--- src/rtl/rr_onehot_arbiter_pkg.sv ---
// Shared constants and types for the round-robin one-hot arbiter.
package rr_onehot_arbiter_pkg;

  localparam int unsigned N     = 8;
  localparam int unsigned IDX_W = 3;

  typedef logic [N-1:0]     vec_t;
  typedef logic [IDX_W-1:0] idx_t;

  typedef enum logic {
    IDLE  = 1'b0,
    GRANT = 1'b1
  } state_t;

endpackage : rr_onehot_arbiter_pkg

--- src/rtl/rr_select.sv ---
// Combinational round-robin pick: rotate req right by ptr, take lowest set bit, rotate back.
module rr_select
  import rr_onehot_arbiter_pkg::*;
(
  input  logic [N-1:0]     req,
  input  logic [IDX_W-1:0] ptr,
  output logic [N-1:0]     sel,
  output logic [IDX_W-1:0] sel_idx,
  output logic             any
);

  logic [2*N-1:0] dbl;
  logic [N-1:0]   rot;
  idx_t           off;

  // Rotate by doubling the vector, then find the first requester at or after ptr
  always_comb begin
    dbl = {req, req} >> ptr;
    rot = dbl[N-1:0];
    off = '0;
    for (int i = N - 1; i >= 0; i--) begin
      if (rot[i]) off = idx_t'(i);
    end
    any     = |req;
    sel_idx = any ? idx_t'(ptr + off) : '0;
    sel     = any ? (vec_t'(1) << sel_idx) : '0;
  end

endmodule : rr_select

--- src/rtl/rr_onehot_arbiter.sv ---
// Round-robin arbiter presenting a registered one-hot grant over valid/ready.
module rr_onehot_arbiter
  import rr_onehot_arbiter_pkg::*;
(
  input  logic             clk,
  input  logic             rst_n,
  input  logic [N-1:0]     req,
  output logic [N-1:0]     gnt,
  output logic [IDX_W-1:0] gnt_idx,
  output logic             gnt_valid,
  input  logic             gnt_ready,
  output logic [IDX_W-1:0] ptr_o
);

  state_t state;
  idx_t   ptr;
  logic   accept_c;
  idx_t   sel_ptr_c;
  vec_t   sel_c;
  idx_t   sel_idx_c;
  logic   any_c;

  // On accept the next pick already uses the advanced pointer, so grants flow without a bubble
  always_comb begin
    accept_c  = (state == GRANT) && gnt_ready;
    sel_ptr_c = accept_c ? idx_t'(gnt_idx + idx_t'(1)) : ptr;
  end

  rr_select u_select (
    .req     (req),
    .ptr     (sel_ptr_c),
    .sel     (sel_c),
    .sel_idx (sel_idx_c),
    .any     (any_c)
  );

  // Grant FSM: present a grant, hold it until accepted, then advance the pointer
  always_ff @(posedge clk or negedge rst_n) begin
    if (!rst_n) begin
      state     <= IDLE;
      ptr       <= '0;
      gnt       <= '0;
      gnt_idx   <= '0;
      gnt_valid <= 1'b0;
    end else begin
      case (state)
        IDLE: begin
          if (any_c) begin
            gnt       <= sel_c;
            gnt_idx   <= sel_idx_c;
            gnt_valid <= 1'b1;
            state     <= GRANT;
          end
        end
        GRANT: begin
          if (gnt_ready) begin
            ptr <= sel_ptr_c;
            if (any_c) begin
              gnt     <= sel_c;
              gnt_idx <= sel_idx_c;
            end else begin
              gnt       <= '0;
              gnt_idx   <= '0;
              gnt_valid <= 1'b0;
              state     <= IDLE;
            end
          end
        end
        default: begin
          state     <= IDLE;
          gnt       <= '0;
          gnt_idx   <= '0;
          gnt_valid <= 1'b0;
        end
      endcase
    end
  end

  assign ptr_o = ptr;

endmodule : rr_onehot_arbiter

--- config.mk ---
export PLATFORM = sky130hd
export DESIGN_NAME = rr_onehot_arbiter
export DESIGN_NICKNAME = d
export VERILOG_FILES = /design/src/rtl/rr_onehot_arbiter_pkg.sv /design/src/rtl/rr_select.sv /design/src/rtl/rr_onehot_arbiter.sv
export SDC_FILE = /design/constraint.sdc
export NUM_CORES = 1
export LEC_CHECK = 0
export ABC_AREA = 0
export CAP_MARGIN = 30
export CORE_MARGIN = 4
export CORE_UTILIZATION = 45
export CTS_CLUSTER_SIZE = 20
export DETAILED_ROUTE_END_ITERATION = 8
export PLACE_DENSITY = 0.75
export SETUP_SLACK_MARGIN = 0.5
export SKIP_LAST_GASP = 1
export SLEW_MARGIN = 5
export SYNTH_ARGS = -nofsm -noshare
export SYNTH_HDL_FRONTEND = slang
export SYNTH_SLANG_ARGS = --single-unit
--- constraint.sdc ---
create_clock -name clk -period 3.1 [get_ports clk]
set_input_delay 0.62 -clock clk [delete_from_list [all_inputs] [get_ports clk]]
set_output_delay 0.62 -clock clk [all_outputs]
set_load 0.05 [all_outputs]
-- Word level (Yosys, flattened, before mapping)
Index checks and enable logic that the tools add are counted.
- output and inout port bits: 15
- word-level logic and storage cells: 43
- bits in registers: 16
- add/sub/neg operators: 2
- reductions and logical operators: 5
- muxes and demuxes: 25
- eq/ne operators: 3
- shift-type cells: 2
- bitwise gates (word level): 1
- operators with widths (operator ; count):
    3-bit two-way mux ; 13
    8-bit two-way mux ; 3
    8-bit case mux with 2 select lines ; 1
    16-bit by 3-bit >> shifter with 8-bit output ; 1
    8-bit OR reduction ; 1
    1-bit by 3-bit left shift with 8-bit output, first input constant ; 1
    2-bit != test, second input constant ; 3
    3-bit case mux with 2 select lines ; 1
    1-bit two-way mux ; 5
    1-bit case mux with 2 select lines ; 2
    2-bit AND reduction ; 2
    3-bit by 1-bit adder with 3-bit output, second input constant ; 1
    3-bit adder ; 1
    3-bit AND reduction ; 1
    1-bit logical AND ; 1
    1-bit NOT ; 1

-- Longest topological paths before layout
Gate-level depths: netlist (run 1).
- depth after elaboration: 17
- mapped depth: 15
- gate-level depth less buffers: 14

-- Hierarchy
A second synthesis (run 1) with hierarchy kept.
- cell total of the unflattened synthesis: 200
- area, all modules: 1825.5 um^2
- modules (own cells, without submodules) (module ; instances ; cells an instance ; area an instance (um^2)):
    rr_select ; 1 ; 127 ; 944.7
    rr_onehot_arbiter ; 1 ; 73 ; 880.8

-- Worst setup path before layout (run 1)
OpenSTA, ideal clock, no wires.
- path kind: reg-to-reg
- from: register gnt_idx[0]
- to: register gnt[4]
- data required time: 3.005 ns
- cell stages (with the launch flop): 13
- arrival time: 3.374 ns
- period minus slack after synthesis: 3.470 ns
- setup slack: -0.370 ns
- path through: dfrtp_1 ha_1 mux2i_4 inv_4 mux2i_4 mux2i_1 nand2b_1 a21o_1 a31oi_1 ha_1 fa_1 or3_1 o31ai_1
- longest elaborated chain between the ends: 17
- elaborated cells on any way between the ends: 18
- RTL lines (item ; RTL line ; RTL):
    from (decl) ; rr_onehot_arbiter.sv:9 ; output logic [IDX_W-1:0] gnt_idx,
    from (signal assigned) ; rr_onehot_arbiter.sv:50 ; gnt_idx <= sel_idx_c;
    from (signal assigned) ; rr_onehot_arbiter.sv:60 ; gnt_idx <= sel_idx_c;
    3-bit by 1-bit adder with 3-bit output (*) ; rr_onehot_arbiter.sv:26 ; sel_ptr_c = accept_c ? idx_t'(gnt_idx + idx_t'(1)) : ptr;
    3-bit two-way mux (*) ; rr_onehot_arbiter.sv:26 ;
    16-bit by 3-bit >> shifter with 8-bit output ; rr_select.sv:18 ; dbl = {req, req} >> ptr;
    3-bit two-way mux (8 in a row) ; rr_select.sv:22 ; if (rot[i]) off = idx_t'(i);
    3-bit adder (*) ; rr_select.sv:25 ; sel_idx = any ? idx_t'(ptr + off) : '0;
    3-bit two-way mux (*) ; rr_select.sv:25 ;
    1-bit by 3-bit left shift with 8-bit output (*) ; rr_select.sv:26 ; sel = any ? (vec_t'(1) << sel_idx) : '0;
    8-bit two-way mux ; rr_onehot_arbiter.sv:58 ; if (any_c) begin
    8-bit two-way mux ; rr_onehot_arbiter.sv:56 ; if (gnt_ready) begin
    8-bit case mux with 2 select lines (*) ; rr_onehot_arbiter.sv:46 ; case (state)
    to (signal assigned) ; rr_onehot_arbiter.sv:49 ; gnt <= sel_c;
    to (signal assigned) ; rr_onehot_arbiter.sv:59 ; gnt <= sel_c;
    to (decl) ; rr_onehot_arbiter.sv:8 ; output logic [N-1:0] gnt,
Mark *: on every way between the ends. The rest lies on a longest branch, timed or not. The select of a mux whose other input is x is not followed.
A chain may end at the register's enable or synchronous reset.

-- Worst setup path after layout (run 1)
- from: input port gnt_ready
- to: register gnt[1]
- longest elaborated chain between the ends: 17
- elaborated cells on any way between the ends: 20
- RTL lines (item ; RTL line ; RTL):
    from (decl) ; rr_onehot_arbiter.sv:11 ; input logic gnt_ready,
    1-bit logical AND ; rr_onehot_arbiter.sv:25 ; accept_c = (state == GRANT) && gnt_ready;
    3-bit two-way mux ; rr_onehot_arbiter.sv:26 ;
    16-bit by 3-bit >> shifter with 8-bit output ; rr_select.sv:18 ;
    3-bit two-way mux (8 in a row) ; rr_select.sv:22 ;
    3-bit adder ; rr_select.sv:25 ;
    3-bit two-way mux ; rr_select.sv:25 ;
    1-bit by 3-bit left shift with 8-bit output ; rr_select.sv:26 ;
    8-bit two-way mux ; rr_onehot_arbiter.sv:58 ;
    8-bit two-way mux ; rr_onehot_arbiter.sv:56 ;
    8-bit case mux with 2 select lines ; rr_onehot_arbiter.sv:46 ;
Parallel ways exist; a longest one is shown, timed or not. The select of a mux whose other input is x is not followed.

==> impl_results.md, run 1 <==
* Status: finished with violations
* Failing checks: negative setup slack
* Core area at 2520 um2
* First-pass iteration count of the detailed router at 4
* DR top layer: met4
* Synth area leader: dfrtp_1
* Initial antenna violation count at 0
* Tcrit/Tclk final at 111%
* Syn_nets at 138
* Port bufs at 25
* Crit-path max FO at 4
* First-pass GRT wire length at 5810 um
* Final worst setup slack at -0.344 ns
* Share of layout cells above drive strength 1 at about 53%
* Worst EP arrival at 3.64 ns
* Die H at about 60 um
* Total GRT Usage at 21.7%
* Slew Viols, Final at 0
* DR vias at 1332
* Final net count at 208
* Crit Path Category: in -> reg
* DPL Wire Length at 2550 um
* # IOs at 26
* CTS max path bufs at 2
* Final setup fails at 10
* Metal2 WL at 2440 um
* CTS tree: yes
* Final GP Congestion at 0.803
* WL/cell at 20.3 um
* Seq/Total Area, Yosys at about a third
* Worst min path class: reg -> reg
* Post-Syn Area at between 1000 and 1500 um2
* Grt ovf at 0
* Register area at 405 um2
* Routed metal-1 wire length at 1790 um
* Synthesized instance count at roughly 120
* Largest net degree at the start of global routing at 17
* Maximum clock frequency at 290 MHz
* Synth top area share at between 30 and 40%
* H-tree depth at 1
* Clock root buffer: clkbuf_4
* Final Hold Vio Count at 0
* Synth area leaders: dfrtp_1, mux2i_1, nand2_1
* Clock Sinks at 16
* Worst-Margin Slew at 0.748 ns
* Final WL at between 4000 and 5000 um
* Met3 WL at 202 um
* EDFF count, synth at 0
* Remaining antenna violation count at 0
* Area Growth Syn to Fin at 81.4%
* Diode count at 0
* Clock Pin Slew Worst Setup and Hold Paths at 0.11 ns
* Top cells by count, synth: nand2_1, mux2i_1, dfrtp_1
* WP data required at 3.29 ns
* Max-cap violations at 0
* DIE AREA at 3600 um2
* DRT iter0 DRCs at 41
* Number of global-route vias before repair at 1304
* Chip Width at 60.0 um
* Fin Hold WS at 0.510 ns
* Yosys cell types at 34
* Fillers at 112
* Drt drc at 0
* Worst setup SP type: input pin
* Area of the multi-input gates at 1060 um2
* Synthesized flop and latch total at 16
* Clk_lat worst skew at around 0.29 ns
* Post-route minimum period at 3.44 ns
* Initial core utilization at about half
* Setup Skew at 0.0152 ns
* Unrepaired setup endpoints after global routing: yes
* Ys flop type: dfrtp_1
* Relative slew slack at 50.0%
* FFs w/ async S/R, synth at 100%
* Most frequent cell after synthesis: nand2_1
* # rows at 18
* Post-synthesis average cell area at 9.83 um2
* Warning count from the yosys run at 0
* Crit end category: flip-flop
* TritonCTS Buffers at 3
* Via density at 5.97
-- metrics by stage --
step	std cells	utilization [%]	setup WS (ns)	setup TNS (ns)	cell area, um2
final	223	87.6	-0.344	-2.53	2210
after detailed placement	204	71.1	-1.04	-9.34	1790
after global placement	204	71.1	-0.929	-8.54	1790
after CTS	218	80.5	-0.269	-1.59	2030
after floorplan	124	-	-0.178	-1.19	1300
after global routing	223	87.6	-0.473	-3.90	2210
-- path summary, 6_finish.rpt --
kind | startpoint | endpoint | slack [ns] | cells after the start
max in group asynchronous | rst_n | gnt_idx[0] | 1.81 | 1
min | gnt[5] | gnt[5] | 0.51 | 2
max reg2reg | gnt_idx[0] | gnt[1] | -0.31 | 16
max | gnt_ready | gnt[1] | -0.34 | 17
min reg2reg | gnt[5] | gnt[5] | 0.51 | 2
min in group asynchronous | rst_n | gnt[4] | 0.76 | 1
-- layer usage --
metal / GRT usage [%] / vias to the layer above
met2: 41.8 / 66
met3: 1.51 / 8
met4: 8.54 / 0
met5: 0 / -
li1: - / 594
met1: 24.1 / 664
-- state kept, by name, indices dropped and copies added, names as in the netlist --
| signal | cells |
|---|---|
| gnt | 8 |
| gnt_idx | 3 |
| ptr_o | 3 |
| gnt_valid | 1 |
| state | 1 |
-- repair_timing --
| item | CTS | global route |
|---|---|---|
| cloned | 0 | 1 |
| hold buffers | 0 | 0 |
| endpoints found under the setup margin | 11 | 11 |
| pin swaps | 13 | 10 |
| gates resized for setup | 24 | 26 |
| setup buffers | 10 | 4 |
-- kinds of logic after synthesis --
group | count (synthesis) | synth area share, %
muxes | 27 | 25.5
xor gates and xnor gates | 3 | 2.16
DFF | 16 | 32.9
and+or+nand+nor | 48 | 19.7
adders and majority gates | 3 | 3.70
AOI/OAI and AO/OA | 21 | 12.8
buffers and inverters | 6 | 3.29
-- critical path, cell delays in order --
cell and delay [ns]:
buf_2 0.16, a21oi_4 0.09, a31oi_4 0.23, clkbuf_16 0.21
mux2i_4 0.25, mux2i_2 0.11, mux2i_2 0.28, buf_4 0.18
buf_6 0.09, nand2_2 0.04, a31oi_1 0.16, nor2_1 0.09
fa_2 0.43, xor2_2 0.19, buf_4 0.15, a21oi_4 0.05
o31ai_2 0.31
-- area by class of cell --
cell class / count / area share (%)
tap: 30 / 1.70
inverter: 3 / 0.623
clock buffer: 4 / 1.64
timing repair buffer: 68 / 29.5
multi-input combinational: 102 / 48.2
sequential: 16 / 18.3
-- placed cells by master (no fill, tap or decap), drive strengths merged, types with 3 or more instances in the layout --
cell type | Yosys | final
dfrtp | 16 | 16
clkbuf | 1 | 5
nand3 | 4 | 4
nand2 | 26 | 26
clkdlybuf4s50 | 0 | 24
a31oi | 4 | 4
o31ai | 9 | 9
nor2 | 4 | 4
a21oi | 5 | 5
buf | 2 | 43
mux2i | 27 | 27
inv | 3 | 3
Power of run 1 is left out: the tool's default activity adds up to more than one toggle a clock period on the data nets, which glitch-free logic cannot reach.
==> run 2: changes to the inputs <==
CORE_UTILIZATION = 50   (was 45)
PLACE_DENSITY = 0.77   (was 0.75)
RECOVER_POWER = 25   (was unset)
SYNTH_HIERARCHICAL = 1   (was unset)
==> impl_results.md, run 2 <==
* Status: finished with violations
* Failing checks: negative setup slack
* Yosys cell types at 59 (+74%)
* Worst reg2reg startpoint: gnt_idx[1]
* Top reg by flops: gnt
* Largest net degree at the start of global routing at 17 (unchanged)
* Crit-path cells: ha_4, xnor2_4, o21ai_2, buf_12, mux2_4, nor4_4, a311oi_2, buf_4, a41o_1, a31o_2, ha_4, inv_2, fa_2, inv_2, or4_4, a21oi_4, a211oi_4, a21oi_1, mux2i_1, o21ai_1
* Clock Sinks at 16 (unchanged)
* Port bufs at 25 (unchanged)
* Unrepaired setup endpoints after global routing: yes
* Final WL at 7140 um (+58%)
* CP max stage delay at 0.44 ns (about the same)
* Worst hold start: ptr_o[0]
* Final net count at 296 (+42%)
* Initial core utilization at 53.0% (+4.7 points)
* CTS tree: yes
* Share of layout cells above drive strength 1 at 55.5% (+2.1 points)
* Worst slack at placement at -1.64 ns (-0.603 ns)
* DIE AREA at 4680 um2 (+30%)
* Crit Path Category: reg -> reg
* WL/cell at 21.8 um (+7.5%)
* Warning count from the yosys run at 6 (+6)
* Synth top area share at 21.9% (-11 points)
* Setup Skew at 0.00129 ns (-0.0139 ns)
* DR vias at 2133 (+60%)
* Area Growth Syn to Fin at 64.4%
* TritonCTS Buffers at 3 (unchanged)
* Initial antenna violation count at 0 (unchanged)
* Post-synthesis average cell area at 9.13 um2 (-7.1%)
* Max-cap violations at 0 (unchanged)
* Chip Width at 68.4 um (+14%)
* Commonest non-fill, non-tap cell in the layout: buf_4
* Clock root buffer: clkbuf_8
* Drt drc at 0 (unchanged)
* Final GP Congestion at 0.986 (+23%)
* Relative slew slack at 49.2% (-0.81 points)
* Clock Pin Slew Worst Setup and Hold Paths at 0.07 ns (-0.04 ns)
* FFs w/ async S/R, synth at 100% (unchanged)
* Die H at 68.4 um (+14%)
* Placed instance area at 2570 um2 (+43%)
* # IOs at 26 (unchanged)
* Worst Setup SP: gnt_idx[1]
* Seq/Total Area, Yosys at 21.9% (-11 points)
* Final worst setup slack at -1.15 ns (-0.808 ns)
* Synthesized flop and latch total at 16 (unchanged)
* Post-Syn Area at 1830 um2 (+50%)
* Crit end category: flip-flop
* First-pass iteration count of the detailed router at 5 (+1)
* CTS max path bufs at 2 (unchanged)
* Crit-path max FO at 7 (+3)
* Synth area leader: dfrtp_1
* Reg2Reg Setup Slack at -1.15 ns (-0.84 ns)
* Worst path buffer plus inverter count at 4 (-1)
* Syn_nets at 214 (+55%)
* # hold bufs at CTS at 0 (unchanged)
* Remaining antenna violation count at 0 (unchanged)
* Worst-Margin Slew at 0.760 ns (+0.0120 ns)
* Crit-path slowest cell: or4_4
* H-tree depth at 1 (unchanged)
* Most frequent cells in the layout: buf_4, clkdlybuf4s50_1, nor2_1, dfrtp_1, mux2i_1
* Core area at 3440 um2 (+36%)
* Largest delay contributor family on the critical path: compound AO/OA/AOI/OAI gates
* Worst setup SP type: flip-flop
* DRT iter0 DRCs at 262 (+540%)
* Grt ovf at 0 (unchanged)
* Number of global-route vias before repair at 2184 (+67%)
* Worst min path class: reg -> reg
* Final setup fails at 10 (unchanged)
* WP data required at 3.27 ns (-0.02 ns)
* First-pass GRT wire length at 10800 um (+86%)
* Most frequent cell after synthesis: mux2i_1
* Post-route minimum period at 4.25 ns (+0.808 ns)
* Synthesized instance count at 200 (+61%)
* Ys flop type: dfrtp_1
* Final instance area at 3000 um2 (+36%)
* Clk_lat worst skew at 0.25 ns (-0.04 ns)
* Diode count at 0 (unchanged)
* Maximum clock frequency at 235 MHz (-19%)
* Slew Viols, Final at 0 (unchanged)
* EDFF count, synth at 0 (unchanged)
* Final Hold Vio Count at 0 (unchanged)
* Top cells by count, synth: mux2i_1, dfrtp_1, nor2_1
* Number of flip-flops in the largest register at 8 (unchanged)
* Via density at 6.52 (+9.2%)
* Core Util, Final at 87.2% (-0.44 points)
* Worst EP arrival at 4.43 ns (+0.79 ns)
* Synth area leaders: dfrtp_1, mux2i_1, a22oi_2
* Total GRT Usage at 30.8% (+9.2 points)
* Tcrit/Tclk final at 137% (+26 points)
* DPL Wire Length at 4090 um (+60%)
* # rows at 21 (+3)
[run 2: changes by cell type after synthesis, moves of 8 or more]
cell,before,now
nor2_1,4,15
a22oi_2,0,8
nand2_1,25,10
o31ai_1,9,0
o21ai_2,0,8
buf_2,0,9
[run 2: layout make-up]
class	count	area [um2]
Fill cell	161	440
Sequential cell	16	403
Inverter	9	36.3
Timing Repair Buffer	94	835
Multi-Input combinational cell	158	1620
Clock buffer	4	55.1
Tap cell	46	57.6
[run 2: through the flow]
stage | instances | TNS (ns) | hold slack [ns]
3_3_place_gp | 312 | -14.95 | 0.496
2_1_floorplan | 200 | -9.11 | 0.324
4_1_cts | 325 | -8.72 | 0.508
6_report | 327 | -10.45 | 0.536
3_5_place_dp | 312 | -16.11 | 0.493
5_1_grt | 327 | -11.59 | 0.568
[run 2: metal layers]
metal | track usage, % | part of all wire [%] | up-vias
met5 | 0 | 0 | -
met3 | 6.08 | 5.9 | 26
li1 | - | - | 931
met4 | 11.4 | 2.8 | 0
met1 | 38.0 | 40 | 1051
met2 | 52.7 | 52 | 125
[run 2: kinds of logic (layout without fill, tap and decap cells)]
| group | after synthesis | after routing | synth area share (%) |
|---|---|---|---|
| AOI/OAI and AO/OA | 62 | 62 | 27.8 |
| DFF | 16 | 16 | 21.9 |
| and+or+nand+nor | 61 | 61 | 19.3 |
| adders and majority gates | 3 | 3 | 2.47 |
| buffers and inverters | 27 | 107 | 8.98 |
| xor gates and xnor gates | 3 | 3 | 1.44 |
| muxes | 28 | 29 | 18.2 |
[run 2: worst paths after layout]
kind,to,depth (start not counted)
setup / recovery,gnt[1],20
hold reg to reg,ptr_o[0],2
setup reg to reg,gnt[1],20
hold / removal,ptr_o[0],2
max in group asynchronous,gnt_idx[1],1
min in group asynchronous,gnt[4],1
[run 2: worst register-to-register path, stage by stage (launching register included)]
cell and delay, ns:
dfrtp_2 0.42, ha_4 0.18, xnor2_4 0.12, o21ai_2 0.20, buf_12 0.17, mux2_4 0.36, nor4_4 0.17, a311oi_2 0.07
buf_4 0.15, a41o_1 0.23, a31o_2 0.22, ha_4 0.16, inv_2 0.05, fa_2 0.25, inv_2 0.06, or4_4 0.44
a21oi_4 0.23, a211oi_4 0.12, a21oi_1 0.25, mux2i_1 0.15, o21ai_1 0.17
[run 2: what timing repair did]
action                     in CTS  in global routing
pin swaps                      21                 15
resized for setup              36                 16
buffers inserted                7                  2
setup endpoints to repair      11                 13
cloned                          2                  0
Power of run 2 is left out for the same reason.
==> run 3: changes to the inputs <==
SKIP_CTS_REPAIR_TIMING = 1   (was unset)
==> impl_results.md, run 3 (same netlist as run 2, synthesis figures left out) <==
* Grt ovf at 0 (unchanged)
* Clk_lat worst skew at 0.26 ns (about the same)
* Chip Width at 68.4 um (unchanged)
* Total GRT Usage at 26.1% (-4.8 points)
* Initial antenna violation count at 0 (unchanged)
* First-pass GRT wire length at 9180 um (-15%)
* Final setup fails at 11 (+1)
* Port bufs at 25 (unchanged)
* Clock Pin Slew Worst Setup and Hold Paths at 0.07 ns (about the same)
* Number of flip-flops in the largest register at 8 (unchanged)
* Unrepaired setup endpoints after global routing: yes
* Core Util, Final at 87.3% (about the same)
* Clock Sinks at 16 (unchanged)
* Relative slew slack at 52.7% (+3.5 points)
* Area of the multi-input gates at 1650 um2 (+1.9%)
* Initial core utilization at 53.0% (unchanged)
* Commonest non-fill, non-tap cell in the layout: buf_4
* Final GP Congestion at 0.986 (unchanged)
* CTS tree: yes
* Diode count at 0 (unchanged)
* Crit-path slowest cell: mux2_4
* TritonCTS Buffers at 3 (unchanged)
* CTS max path bufs at 2 (unchanged)
* Area Growth Syn to Fin at 64.6% (about the same)
* Fillers at 148 (-8.1%)
* Register area at 403 um2 (unchanged)
* Worst-Margin Slew at 0.708 ns (-0.0517 ns)
* # IOs at 26 (unchanged)
* Crit-path cells: dlymetal6s2s_1, nand2_4, mux2_4, buf_4, inv_1, a311oi_1, o211ai_1, nand4b_1, a211oi_2, a31o_2, ha_4, inv_2, fa_2, inv_2, buf_4, nand4_1, a21oi_4, a211o_1, buf_6, nor3_4, mux2i_1, o21ai_2
* Max-cap violations at 0 (unchanged)
* Worst EP arrival at 4.51 ns (+0.08 ns)
* Largest net degree at the start of global routing at 17 (unchanged)
* WP data required at 3.24 ns (-0.03 ns)
* DIE AREA at 4680 um2 (unchanged)
* Post-route minimum period at 4.37 ns (+0.118 ns)
* Final WL at 6830 um (-4.3%)
* Crit Path Category: in -> reg
* Final worst setup slack at -1.27 ns (-0.118 ns)
* Via density at 6.57 (+0.69%)
* DPL Wire Length at 4090 um (unchanged)
* H-tree depth at 1 (unchanged)
* Remaining antenna violation count at 0 (unchanged)
* Failing checks: negative setup slack
* Placed Cells at 312 (unchanged)
* Fin cells at 324 (-0.92%)
* Worst setup SP type: input pin
* Maximum clock frequency at 229 MHz (-2.7%)
* Share of layout cells above drive strength 1 at 54.0% (-1.6 points)
* Final Hold Vio Count at 0 (unchanged)
* Drt drc at 0 (unchanged)
* Die H at 68.4 um (unchanged)
* Tcrit/Tclk final at 141% (+3.8 points)
* Clock root buffer: clkbuf_8
* DR vias at 2128 (-0.23%)
* # rows at 21 (unchanged)
* Final net count at 293 (-1.0%)
* Setup Skew at 0.00684 ns (+0.00555 ns)
* Worst slack at placement at -1.64 ns (unchanged)
* Worst min path class: reg -> reg
* Top reg by flops: gnt
* Number of global-route vias before repair at 1988 (-9.0%)
* Status: finished with violations
* Most frequent cells in the layout: buf_4, clkdlybuf4s50_1, nor2_1, mux2i_1, dfrtp_1
* Slew Viols, Final at 0 (unchanged)
* CP max stage delay at 0.40 ns (-0.04 ns)
* First-pass iteration count of the detailed router at 5 (unchanged)
* Crit-path max FO at 12 (+5)
* WL/cell at 21.1 um (-3.5%)
* Core area at 3440 um2 (unchanged)
* DRT iter0 DRCs at 272 (+3.8%)
* Crit end category: flip-flop
run 3: cell types whose count changed in the layout (fill, tap and decap cells not counted), sizes merged:
cell           previous run  this run
clkdlybuf4s15             1         0
mux2                      9         8
clkdlybuf4s50            23        24
bufbuf                    1         0
clkbuf                    5         4
dlygate4sd3               1         0
dlymetal6s2s              0         1
run 3: path summary, 6_finish.rpt:
path                       depth (start not counted)          to  startpoint  slack [ns]
min in group asynchronous                          1      gnt[4]       rst_n        0.79
setup / recovery                                  22      gnt[7]   gnt_ready       -1.27
setup reg to reg                                  21      gnt[7]  gnt_idx[1]       -1.25
hold / removal                                     2    ptr_o[0]    ptr_o[0]        0.50
hold reg to reg                                    2    ptr_o[0]    ptr_o[0]        0.50
max in group asynchronous                          1  gnt_idx[1]       rst_n        1.82
run 3: metrics by stage:
stage / setup TNS (ns) / instance area, um2 / hold WS [ns]
floorplan: -9.11 / 1950 / 0.324
global placement: -14.95 / 2570 / 0.496
detailed placement: -16.11 / 2570 / 0.493
CTS: -13.53 / 2620 / 0.508
global route: -12.11 / 3000 / 0.519
finish: -11.25 / 3000 / 0.500
run 3: area by class of cell:
cell class | instances | share of cell area [%]
timing repair buffer | 92 | 26.7
inverter | 9 | 1.29
clock buffer | 4 | 1.83
tap | 46 | 1.92
sequential | 16 | 13.4
multi-input combinational | 157 | 54.8
run 3: per-layer routing:
layer / vias to the layer above / global-route usage (%) / wire length, um
met2: 142 / 44.8 / 3430
met5: - / 0 / 0
met1: 1037 / 31.7 / 2680
li1: 917 / - / -
met4: 0 / 10.7 / 248
met3: 32 / 4.76 / 478
run 3: critical path, delay by kind of cell:
kind,cells,cell delay [ns]
compound gates,7,1.36
simple gates,4,0.51
buf+inv,7,0.89
mux,2,0.61
fa+ha+maj,2,0.50
Power of run 3 is left out for the same reason.
